**src/rtl/cache_parameters.sv**
```systemverilog
// Shared cache/memory transaction types: one request or response carries a whole 128-bit block.
package cache_parameters;

    localparam int unsigned ADDR_WIDTH  = 32;
    localparam int unsigned BLOCK_WIDTH = 128;

    typedef struct packed {
        logic                   cs;
        logic                   rw;
        logic [ADDR_WIDTH-1:0]  addr;
        logic [BLOCK_WIDTH-1:0] data;
    } memory_request_t;

    typedef struct packed {
        logic                   ack;
        logic [BLOCK_WIDTH-1:0] data;
    } memory_response_t;

endpackage

```
**src/rtl/mem_port_arbiter.sv**
```systemverilog
// Shares the single main-memory block port between the icache (owner 0) and the dcache (owner 1),
// holding each grant until ack, requester abort or watchdog timeout.
module mem_port_arbiter
    import cache_parameters::*;
#(
    parameter int unsigned PRIORITY_MODE  = 0,
    parameter int unsigned TIMEOUT_CYCLES = 255
) (
    input  logic             clk,
    input  logic             rst,
    input  memory_request_t  i_req,
    input  memory_request_t  d_req,
    output memory_response_t i_res,
    output memory_response_t d_res,
    output memory_request_t  mem_req,
    input  memory_response_t mem_res,
    output logic [1:0]       grant,
    output logic             timeout_err
);

    localparam int unsigned CntWidth = (TIMEOUT_CYCLES < 1) ? 1 : $clog2(TIMEOUT_CYCLES + 1);
    // Counter holds k-1 during the k-th BUSY cycle, so the abort fires on this value.
    localparam logic [CntWidth-1:0] TimeoutLast = CntWidth'(TIMEOUT_CYCLES - 1);

    typedef enum logic [1:0] {
        StIdle,
        StBusy,
        StRelease
    } state_e;

    state_e                r_state;
    state_e                w_state_next;
    logic                  r_owner;
    logic                  w_owner_next;
    logic                  r_grant_valid;
    logic                  r_last_owner;
    logic [CntWidth-1:0]   r_cnt;
    logic                  r_timeout;
    logic                  w_timeout;
    memory_request_t       w_owner_req;

    assign w_owner_req = r_owner ? d_req : i_req;

    always_comb begin
        w_state_next = r_state;
        w_owner_next = r_owner;
        w_timeout    = 1'b0;
        unique case (r_state)
            StIdle: begin
                if (i_req.cs || d_req.cs) begin
                    w_state_next = StBusy;
                    if (i_req.cs && d_req.cs) begin
                        w_owner_next = (PRIORITY_MODE != 0) ? 1'b1 : ~r_last_owner;
                    end else begin
                        w_owner_next = d_req.cs;
                    end
                end
            end
            StBusy: begin
                if (mem_res.ack) begin
                    w_state_next = StRelease;
                end else if (!w_owner_req.cs) begin
                    w_state_next = StRelease;
                end else if ((TIMEOUT_CYCLES != 0) && (r_cnt == TimeoutLast)) begin
                    w_state_next = StRelease;
                    w_timeout    = 1'b1;
                end
            end
            StRelease: w_state_next = StIdle;
            default:   w_state_next = StIdle;
        endcase
    end

    always_ff @(posedge clk) begin
        if (rst) begin
            r_state       <= StIdle;
            r_owner       <= 1'b0;
            r_grant_valid <= 1'b0;
            r_last_owner  <= 1'b0;
            r_cnt         <= '0;
            r_timeout     <= 1'b0;
        end else begin
            r_state       <= w_state_next;
            r_owner       <= w_owner_next;
            r_grant_valid <= (w_state_next == StBusy);
            r_timeout     <= w_timeout;
            if (r_state == StRelease) begin
                r_last_owner <= r_owner;
            end
            if (r_state == StIdle) begin
                r_cnt <= '0;
            end else if (r_state == StBusy) begin
                r_cnt <= r_cnt + CntWidth'(1);
            end
        end
    end

    // Reset forces every output low so memory sees cs drop in the reset cycle itself.
    always_comb begin
        mem_req     = '0;
        i_res       = '0;
        d_res       = '0;
        grant       = 2'b00;
        timeout_err = 1'b0;
        if (!rst) begin
            i_res.data  = mem_res.data;
            d_res.data  = mem_res.data;
            timeout_err = r_timeout;
            if (r_state == StBusy) begin
                mem_req = w_owner_req;
                if (r_owner) begin
                    d_res.ack = mem_res.ack;
                end else begin
                    i_res.ack = mem_res.ack;
                end
            end
            if (r_grant_valid) begin
                grant = r_owner ? 2'b10 : 2'b01;
            end
        end
    end

endmodule

```
**config.mk**
```make
export PLATFORM = sky130hd
export DESIGN_NAME = mem_port_arbiter
export DESIGN_NICKNAME = d
export VERILOG_FILES = /design/src/rtl/cache_parameters.sv /design/src/rtl/mem_port_arbiter.sv
export SDC_FILE = /design/constraint.sdc
export NUM_CORES = 1
export LEC_CHECK = 0
export BUFFER_PORTS_ARGS = -buffer_cell sky130_fd_sc_hd__buf_4
export CAP_MARGIN = 20
export CORE_AREA = 2 2 338 340
export DETAILED_ROUTE_END_ITERATION = 16
export DIE_AREA = 0 0 340 342
export GPL_ROUTABILITY_DRIVEN = 1
export SLEW_MARGIN = 20
export SYNTH_ARGS = -nofsm -noshare
export SYNTH_HDL_FRONTEND = slang
export SYNTH_SLANG_ARGS = --single-unit
```
**constraint.sdc**
```tcl
create_clock -name clk -period 2.5 [get_ports clk]
set_clock_uncertainty 0.05 [all_clocks]
set_input_delay 0.25 -clock clk [delete_from_list [all_inputs] [get_ports clk]]
set_output_delay 0.25 -clock clk [all_outputs]
set_load 0.01 [all_outputs]
```
Word level (Yosys, flattened, before mapping)
Cells that the tools add are included.

word-level totals
  register bits after elaboration = 14
  bits of input ports = 455
  output and inout port bits = 423
  word-level logic and storage cells = 40

operators by class
  add/subtract/negate cells = 1
  eq/ne operators = 4
  multiplexer cells = 20
  bitwise logic cells = 3
  reductions and logical operators = 6

operators with widths
  cell                   count
  $mux W162              3
  $mux W129              2
  $mux W2                7
  $add A8 B1 Y8 const B  1
  $eq A8 B8 Y1 const B   1
  $mux W1                7
  $eq A2 B1 Y1 const B   2
  $pmux W2 S2            1
  $reduce_or A4 Y1       1
  $not A1 Y1             3
  $eq A2 B2 Y1 const B   1
  $logic_not A2 Y1       1
  $reduce_and A2 Y1      1
  $reduce_or A2 Y1       1
  $logic_and A1 B1 Y1    1
  $logic_or A1 B1 Y1     1

Depth between registers and ports, before layout
Gate-level depths: netlist of run 1.

  word-level depth = 6
  gate-level depth with buffers = 6

Worst setup path after synthesis of run 1
OpenSTA, ideal clock, no wires.

  path type = flip-flop to output port
  start = register r_state[1]
  end = output port mem_req[121] (netlist name)
  arrival = 1.339 ns
  required time = 2.200 ns
  slack = 0.861 ns
  cell stages (with the launch flop) = 7
  buffers on the path = 4
  cells stage by stage = dfxtp_1 > buf_6 > or3b_1 > buf_4 > buf_6 > buf_6 > nor2_1

RTL lines
  element                 line                    text
  start, declared         mem_port_arbiter.sv:31  state_e r_state;
  start signal, assigned  mem_port_arbiter.sv:76  r_state <= StIdle;
  start signal, assigned  mem_port_arbiter.sv:83  r_state <= w_state_next;
  end, declared           mem_port_arbiter.sv:15  output memory_request_t mem_req,

==> impl_metrics.py, run 1 <==
metrics = {
    "placement": {
        "place_hpwl_mm": 74.8,
        "gp_congestion": 0.913,
        "dp_worst_setup_slack_ps": -16.3,
        "numPortBuffers": 877,
    },
    "finish": {
        "drive_gt1_frac": 0.725,
        "syn_to_final_growth_pct": 146,
        "nFillCells": 13200,
        "utilization": 0.114,
        "fin_nets": 1879,
    },
    "sta": {
        "final_hold_viol_count": 0,
        "worstMarginPinSlew_ps": 982,
        "slew_headroom": 0.327,
        "min_period_ps": 2550,
        "whs_ps": 155,
        "tns_ps": -54.3,
        "fin_crit_sh": 1.02,
        "layout_setup_ws_ps": -47.7,
        "rsz0062_at_grt": "false",
        "finalSetupViolCount": 2,
        "fmax_mhz": 393,
        "slew_viol_final": 0,
    },
    "synth": {
        "synth_flop_cell": "dfxtp_1",
        "syn_avg_cell_area_um2": 7.41,
        "synthAdderAreaFrac": 0.00477,
        "synth_top_family_by_area": "simple AND/OR/NAND/NOR gates",
        "synth_edf_count": 0,
        "yosysWarnings": 0,
        "synth.area.top_cells": "mux2i_1 31%, buf_4 18%, nor2b_1 15%",
        "synth-seq-area-share": 0.0534,
        "synth.area.mux_share": 0.311,
        "netlist-cell-type-count": 34,
        "ys_ff_latch": 14,
        "synth_nets": 1165,
        "yosys.area_share.simple": 0.353,
        "syn-cell-area_um2": 5250,
        "synth_area_leader_cell": "mux2i_1",
        "synth_compound_area_frac": 0.0203,
        "syn_inst": 708,
        "synthTopCellsByCount": "163 x mux2i_1, 129 x buf_4, 129 x nor2b_1",
        "ys_async_sr_fraction": 0,
        "yosysTopAreaCellShare": 0.311,
        "synth.most_common_cell": "mux2i_1",
        "synth_xor_area_frac": 0.00167,
    },
    "setup_path": {
        "endpoint_kind": "output pin",
        "cp-start-kind": "flop",
        "required_ps": 2200,
        "worstSetupPathType": "flop to output pin",
        "critical_path.max_fanout": 19,
        "worstPathArrival_ps": 2250,
    },
    "floorplan": {
        "die_w_um": 340,
        "fp.dieH_um": 342,
        "start_util": 0.0464,
        "core_area_um2": 113000,
        "rows": 124,
        "fp.dieArea_um2": 116000,
        "pin_count": 878,
    },
    "global_routing": {
        "antenna_found_initial": 41,
        "grt.overflow.total": 0,
        "grt_pass1_vias": 7739,
        "track_usage": 0.129,
        "grt_pass1_wl_mm": 93.7,
        "grt_max_degree": 139,
    },
    "route": {
        "firstDrtPassIters": 6,
        "vias": 7930,
        "viasPerCell": 2.70,
        "drc": 0,
        "met3RoutedLength_mm": 6.24,
        "postRouteAntennaNets": 0,
        "routed_wl_mm": 79.4,
        "drt-initial-drc-count": 377,
        "wire_per_inst_um": 27.0,
        "dr_wl_met2_mm": 37.1,
        "wl_met1_mm": 33.7,
        "highest_layer": "met5",
    },
    "pwr": {
        "peakVddDrop_mv": 0.212,
        "powerDensity_nw_per_um2": 261,
        "p_leak_uw": 0.00586,
    },
    "status": {
        "status": "finished with violations",
        "violations": "negative setup slack",
    },
    "clock_tree": {
        "clk_latency_ps": 250,
        "cts-hold-fix-buffers": 0,
        "ctsHtreeMaxLevel": 1,
        "clk_pin_slew_ps": 50,
        "cts_buffers": 3,
        "clock-root-buffer": "clkbuf_16",
        "cts.sinks": 14,
        "cts_tree": "done",
        "clockBufferDepth": 2,
    },
    "worst_hold_path": {
        "hold_class": "input pin to flop",
    },
    "flow_run": {
        "max_cap_viol_count": 0,
    },
}
## routing by layer
metal / GRT usage / up-vias
met2: 0.215 / 600
li1: - / 3598
met1: 0.162 / 3618
met4: 0.0293 / 14
met5: 0 / -
met3: 0.0377 / 100
## worst max-delay path: stages (launching register included)
cell and delay (ps):
dfxtp_4 430, buf_4 370, mux2i_1 860, nor2_1 100, buf_4 190
## logic make-up after synthesis
group / after synthesis
simple gates: 322
buf+inv: 188
mux: 163
compound gates: 18
flops: 14
fa+ha+maj: 2
xor+xnor: 1
## layout make-up
| class | instances | area [um2] | share of cell area |
|---|---|---|---|
| diodes | 7 | 17.5 | 0.00136 |
| flip-flops and latches | 14 | 284 | 0.0220 |
| well taps | 1512 | 1890 | 0.147 |
| clock buffers | 4 | 88.8 | 0.00688 |
| repair buffers | 892 | 6780 | 0.525 |
| multi-input cells | 506 | 3830 | 0.297 |
| inverters | 5 | 18.8 | 0.00145 |
## stage by stage
stage,std cells,total power [uW],instance area [um2]
3_5_place_dp,2929,3050,12600
6_report,2940,3360,12900
4_1_cts,2933,3450,12900
3_3_place_gp,2929,3030,12600
5_1_grt,2938,3550,12900
2_1_floorplan,708,1330,5250
## repair_timing
| action | 4_1_cts | 5_1_grt |
|---|---|---|
| endpoints found under the setup margin | 22 | 6 |
| gates resized for setup | 23 | 6 |
| setup buffers | 0 | 0 |
| endpoints found under the hold margin | 0 | 0 |
## cell usage in the layout, fill, tap and decap left out, types with 2 or more instances in the layout
master / Yosys / layout
a21oi_1: 8 / 8
buf_12: 0 / 6
buf_4: 129 / 885
clkbuf_16: 0 / 3
dfxtp_1: 14 / 13
diode_2: 0 / 7
ha_1: 2 / 2
inv_1: 5 / 5
mux2i_1: 163 / 133
mux2i_2: 0 / 19
mux2i_4: 0 / 11
nand2_1: 3 / 3
nand3_1: 2 / 2
nor2_1: 67 / 67
nor2_2: 100 / 100
nor2b_1: 129 / 129
nor3_1: 4 / 4
nor3b_1: 3 / 3
o21ai_0: 5 / 5
o2bb2ai_1: 2 / 2
or3_1: 5 / 5
## worst paths after layout
kind	start	to	slack, ps	cells past startpoint
hold reg to reg	r_cnt[7]	r_cnt[7]	450	2
hold / removal	mem_res[128]	r_timeout	150	2
setup / recovery	r_owner	mem_req[154]	-50	4
setup reg to reg	r_state[0]	r_timeout	880	3
## report_power, final
group          internal (uW)  switching (uW)  total [uW]
Clock                    243             101         344
Combinational           1260            1510        2770
Sequential               233            21.3         255
Total                   1730            1630        3360
## sequential cells by signal, summed over array words and instances (netlist names)
signal / cells
r_owner: 1
r_timeout: 1
r_last_owner: 1
r_cnt: 8
r_state: 2
r_grant_valid: 1
Power figures use the tool's default switching activity.
==> run 2, diff against run 1 <==
TNS_END_PERCENT = 20   (was default)
==> run 2 against run 1 <==
Net effect: the flow still finishes with violations (negative setup slack); core utilization hardly changed; highest routed layer unchanged; sequential share of layout area hardly changed; critical endpoint unchanged; design area hardly changed; setup slack worse by 6.5 ps; die area stayed put; largest cell class unchanged; sequential power hardly changed.
==> impl_metrics.py, run 2 (same netlist as run 1, synthesis figures left out) <==
metrics = {
    "status": {
        "status": "finished with violations",
        "violations": "negative setup slack",
    },
    "floorplan": {
        "core_area_um2": 113000,
        "pin_count": 878,
        "fp.dieH_um": 342,
        "start_util": 0.0464,
        "die_w_um": 340,
        "fp.dieArea_um2": 116000,
        "rows": 124,
    },
    "finish": {
        "final_cell_mix": "885 x buf_4, 133 x mux2i_1, 129 x nor2b_1",
        "drive_gt1_frac": 0.725,
        "syn_to_final_growth_pct": 146,
        "largest_register": "r_cnt",
        "final_common_cell": "buf_4",
        "reg_top3": "r_cnt (8), r_state (2)",
        "largest_reg_flops": 8,
        "final_area_um2": 12900,
        "fin_nets": 1879,
    },
    "placement": {
        "place_hpwl_mm": 74.8,
        "numPortBuffers": 877,
        "gp_congestion": 0.913,
        "dp_worst_setup_slack_ps": -16.3,
        "dpl_cell_area_um2": 12600,
    },
    "clock_tree": {
        "clockBufferDepth": 2,
        "ctsHtreeMaxLevel": 1,
        "clk_pin_slew_ps": 50,
        "cts.sinks": 14,
        "cts-hold-fix-buffers": 0,
        "postCtsSetupRepairBufs": 0,
        "clock-root-buffer": "clkbuf_16",
        "cts_buffers": 3,
        "cts_tree": "done",
        "clk_latency_ps": 250,
    },
    "route": {
        "firstDrtPassIters": 5,
        "routed_wl_mm": 79.4,
        "postRouteAntennaNets": 0,
        "drt-initial-drc-count": 414,
        "wire_per_inst_um": 27.0,
        "viasPerCell": 2.68,
        "drc": 0,
        "vias": 7883,
    },
    "sta": {
        "worstMarginPinSlew_ps": 1000,
        "slew_headroom": 0.314,
        "fmax_mhz": 392,
        "min_period_ps": 2550,
        "fin_crit_sh": 1.02,
        "rsz0062_at_grt": "true",
        "slew_viol_final": 0,
        "final_hold_viol_count": 0,
        "finalSetupViolCount": 1,
        "whs_ps": 154,
        "layout_setup_ws_ps": -54.3,
    },
    "pwr": {
        "powerDensity_nw_per_um2": 260,
        "power_frac_comb": 0.822,
        "total_power_uw": 3360,
        "swShare": 0.484,
        "p_leak_uw": 0.00586,
        "p_seq_frac": 0.076,
        "power.net_switching_uw": 1630,
        "clkPwrFrac": 0.102,
        "p_int_uw": 1730,
        "peakVddDrop_mv": 0.213,
    },
    "setup_path": {
        "r2r_cells": 5,
        "critical_path.max_fanout": 19,
        "worstSetupPathType": "flop to output pin",
        "critPathBufInv": 2,
        "required_ps": 2200,
        "worstSetupPathDepth": 4,
        "cp-startpoint": "r_owner",
        "path_cells": "buf_4, mux2i_1, nor2_1, buf_4",
        "endpoint_kind": "output pin",
        "cp-start-kind": "flop",
        "r2r_setup_slack_ps": 900,
        "critPathMaxStageDelay_ps": 880,
        "slowest_stage": "mux2i_1",
        "worstSetupEndpoint": "mem_req[154]",
        "cpMostUsedCell": "buf_4",
        "reg2reg_from": "r_owner",
        "cp_top_family": "multiplexers",
        "r2r-end": "r_grant_valid",
        "worstPathArrival_ps": 2250,
    },
    "worst_hold_path": {
        "hold_class": "input pin to flop",
    },
    "global_routing": {
        "antenna_found_initial": 41,
        "track_usage": 0.129,
        "grt_pass1_wl_mm": 93.7,
        "grt_max_degree": 139,
        "grt_pass1_vias": 7730,
        "grt.overflow.total": 0,
    },
    "flow_run": {
        "max_cap_viol_count": 0,
    },
}
## run 2: changes by cell type in the layout (fill, tap and decap cells not counted)
cell     previous run  this run
diode_2             7         8
mux2i_4            11        10
mux2i_2            19        20
## run 2: layer usage
| metal | routed length, um | vias up | track usage | part of all wire |
|---|---|---|---|---|
| li1 | - | 3596 | - | - |
| met1 | 33600 | 3576 | 0.162 | 0.42 |
| met2 | 37000 | 589 | 0.214 | 0.47 |
| met3 | 6390 | 108 | 0.0376 | 0.080 |
| met4 | 2350 | 14 | 0.0319 | 0.030 |
| met5 | 89 | - | 0 | 0.0011 |
## run 2: metrics by stage
step	instances	TNS, ps	util
after detailed placement	2929	-16.3	0.112
final	2941	-54.3	0.114
after floorplan	708	0	-
after CTS	2933	-298	0.114
after global placement	2929	-710	0.111
after global routing	2938	-38.8	0.114
## run 2: power groups by stage
stage / registers [uW] / clock network [uW] / logic, uW
after floorplan: 243 / 0 / 1080
after global placement: 258 / 0 / 2770
after detailed placement: 259 / 0 / 2790
after CTS: 255 / 343 / 2840
after global routing: 256 / 354 / 2940
final: 254 / 343 / 2760
## run 2: cell type report
cell class / count / area, um2
Sequential cell: 14 / 284
Fill cell: 13200 / 100000
Multi-Input combinational cell: 506 / 3820
Inverter: 5 / 18.8
Tap cell: 1512 / 1890
Timing Repair Buffer: 892 / 6780
Clock buffer: 4 / 88.8
Antenna cell: 8 / 20.0
## run 2: worst min path at each step
stage	startpoint	to	depth (start not counted)
4_1_cts	mem_res[128]	r_timeout	2
5_1_grt	mem_res[128]	r_timeout	2
6_report	mem_res[128]	r_timeout	2
3_3_place_gp	mem_res[128]	r_timeout	2
3_5_place_dp	mem_res[128]	r_timeout	2
2_1_floorplan	mem_res[128]	r_timeout	1
## run 2: what timing repair did
item	in CTS	in global routing
gates resized for setup	19	9
endpoints found under the setup margin	22	11
pin swaps	0	0
==> run 3, diff against run 2 <==
ABC_AREA = 1   (was default)
CORE_AREA = 4 4 342 344   (was 2 2 338 340)
DIE_AREA = 0 0 346 348   (was 0 0 340 342)
==> run 3 against run 2 <==
Net effect: the flow now finishes without violations; wire length is 19% higher; combinational power is 5% lower; sequential share of layout area hardly changed; worst hold slack better by 72 ps; first-iteration DRC count is 43% higher; clock power is 1% higher; setup slack better by 160 ps; synthesized area is 0.67% higher; critical path type unchanged; critical path depth is 3 higher.
==> impl_metrics.py, run 3 <==
metrics = {
    "status": {
        "status": "completed",
    },
    "pwr": {
        "p_leak_uw": 0.00669,
        "peakVddDrop_mv": 0.234,
        "powerDensity_nw_per_um2": 253,
    },
    "synth": {
        "yosysTopAreaCellShare": 0.244,
        "syn_inst": 1035,
        "synth_top_family_by_area": "simple AND/OR/NAND/NOR gates",
        "ys_ff_latch": 14,
        "synth_nets": 1492,
        "synth.area.mux_share": 0,
        "synth-seq-area-share": 0.0531,
        "yosys.area_share.simple": 0.363,
        "syn_avg_cell_area_um2": 5.10,
        "syn-cell-area_um2": 5280,
        "synth_edf_count": 0,
        "synth_flop_cell": "dfxtp_1",
        "synthAdderAreaFrac": 0.00474,
        "synth_compound_area_frac": 0.219,
        "yosysWarnings": 0,
        "ys_async_sr_fraction": 0,
        "netlist-cell-type-count": 25,
        "synthTopCellsByCount": "343 x nand2_1, 144 x inv_1, 139 x nor2_1",
        "synth.area.top_cells": "nand2_1 24%, buf_4 18%, a21oi_2 12%",
        "synth.most_common_cell": "nand2_1",
        "synth_xor_area_frac": 0,
        "synth_area_leader_cell": "nand2_1",
    },
    "clock_tree": {
        "clockBufferDepth": 2,
        "clk_pin_slew_ps": 50,
        "postCtsSetupRepairBufs": 0,
        "cts_tree": "done",
        "ctsHtreeMaxLevel": 1,
        "cts.sinks": 14,
        "cts_buffers": 3,
        "cts-hold-fix-buffers": 0,
        "clock-root-buffer": "clkbuf_16",
        "clk_latency_ps": 250,
    },
    "route": {
        "vias": 9385,
        "wire_per_inst_um": 29.1,
        "firstDrtPassIters": 5,
        "drc": 0,
        "postRouteAntennaNets": 0,
        "drt-initial-drc-count": 593,
        "viasPerCell": 2.89,
        "routed_wl_mm": 94.7,
    },
    "finish": {
        "reg_top3": "r_cnt (8), r_state (2)",
        "nFillCells": 13500,
        "largest_reg_flops": 8,
        "drive_gt1_frac": 0.561,
        "largest_register": "r_cnt",
        "syn_to_final_growth_pct": 141,
        "final_cell_mix": "881 x buf_4, 343 x nand2_1, 144 x inv_1",
        "fin_nets": 2193,
        "stdcell_count": 3252,
        "final_common_cell": "buf_4",
    },
    "setup_path": {
        "r2r_setup_slack_ps": 760,
        "worstSetupPathType": "flop to output pin",
        "worstPathArrival_ps": 2090,
        "required_ps": 2200,
        "critPathBufInv": 4,
        "cp_top_family": "buffers and inverters",
        "critical_path.max_fanout": 54,
        "path_cells": "inv_2, nand2_2, nor2_4, inv_8, buf_12, a21oi_1, buf_4",
        "endpoint_kind": "output pin",
        "critPathMaxStageDelay_ps": 500,
        "slowest_stage": "a21oi_1",
        "cp-start-kind": "flop",
    },
    "floorplan": {
        "pin_count": 878,
        "start_util": 0.0464,
        "fp.dieH_um": 348,
        "core_area_um2": 114000,
        "die_w_um": 346,
        "rows": 124,
        "fp.dieArea_um2": 120000,
    },
    "global_routing": {
        "grt.overflow.total": 0,
        "grt_pass1_vias": 9042,
        "track_usage": 0.147,
        "grt_max_degree": 83,
        "antenna_found_initial": 39,
        "grt_pass1_wl_mm": 113,
    },
    "placement": {
        "place_inst": 3243,
        "numPortBuffers": 877,
        "place_hpwl_mm": 89.3,
        "gp_congestion": 0.898,
    },
    "sta": {
        "fmax_mhz": 418,
        "rsz0062_at_grt": "false",
        "slew_viol_final": 0,
        "tns_ps": 0,
        "finalSetupViolCount": 0,
        "slew_headroom": 0.613,
        "worstMarginPinSlew_ps": 581,
        "min_period_ps": 2390,
        "fin_crit_sh": 0.956,
        "final_hold_viol_count": 0,
    },
    "worst_hold_path": {
        "hold_class": "input pin to flop",
    },
    "flow_run": {
        "max_cap_viol_count": 0,
    },
}
## run 3: worst paths after layout
kind	startpoint	to	cells past startpoint
hold reg to reg	r_cnt[4]	r_cnt[4]	2
setup / recovery	r_state[1]	mem_req[73]	7
setup reg to reg	r_owner	r_grant_valid	5
hold / removal	mem_res[128]	r_timeout	4
## run 3: what timing repair did
action	CTS	global route
hold endpoints to repair	0	0
gates resized for setup	0	1
endpoints found under the setup margin	0	1
## run 3: per-stage QoR
stage,setup WS [ps],hold slack (ps),cell area [um2],util,power (uW)
floorplan,1090,368,5280,-,1260
global placement,306,411,12600,0.111,2960
detailed placement,298,405,12600,0.111,2970
CTS,13.4,218,12700,0.112,3350
global route,113,239,12700,0.112,3450
finish,110,226,12700,0.112,3230
## run 3: cells by family (layout without fill, tap and decap cells)
| group | count (synthesis) | count (layout) |
|---|---|---|
| and+or+nand+nor | 500 | 500 |
| buffers and inverters | 342 | 1042 |
| AOI/OAI and AO/OA | 177 | 177 |
| DFF | 14 | 14 |
| adders and majority gates | 2 | 2 |
| other | 0 | 5 |
## run 3: final cells by class
cell class                      instances  area [um2]  area share
Clock buffer                            4        88.8     0.00697
Inverter                              147         564      0.0443
Multi-Input combinational cell        679        3100       0.243
Sequential cell                        14         284      0.0223
Antenna cell                            5        12.5    0.000982
Timing Repair Buffer                  891        6810       0.534
Tap cell                             1512        1890       0.148
## run 3: power by group
group / total, uW / internal, uW / switching [uW]
clock: 348 / 243 / 105
combinational: 2620 / 1100 / 1520
sequential: 256 / 235 / 20.2
total: 3230 / 1580 / 1650
## run 3: worst reg2reg max path, cell delays in order (launching register included)
cell,delay [ps]
dfxtp_4,510
buf_12,310
o21ai_0,340
nor3_1,260
nand3_1,150
nand2_1,80
## run 3: layer usage
metal | GRT usage | routed length [um] | up-vias | share of wire
met5 | 0 | 238 | - | 0.0025
met4 | 0.00145 | 184 | 36 | 0.0019
met3 | 0.0788 | 12300 | 58 | 0.13
met2 | 0.244 | 43600 | 605 | 0.46
met1 | 0.179 | 38500 | 4305 | 0.41
li1 | - | - | 4381 | -
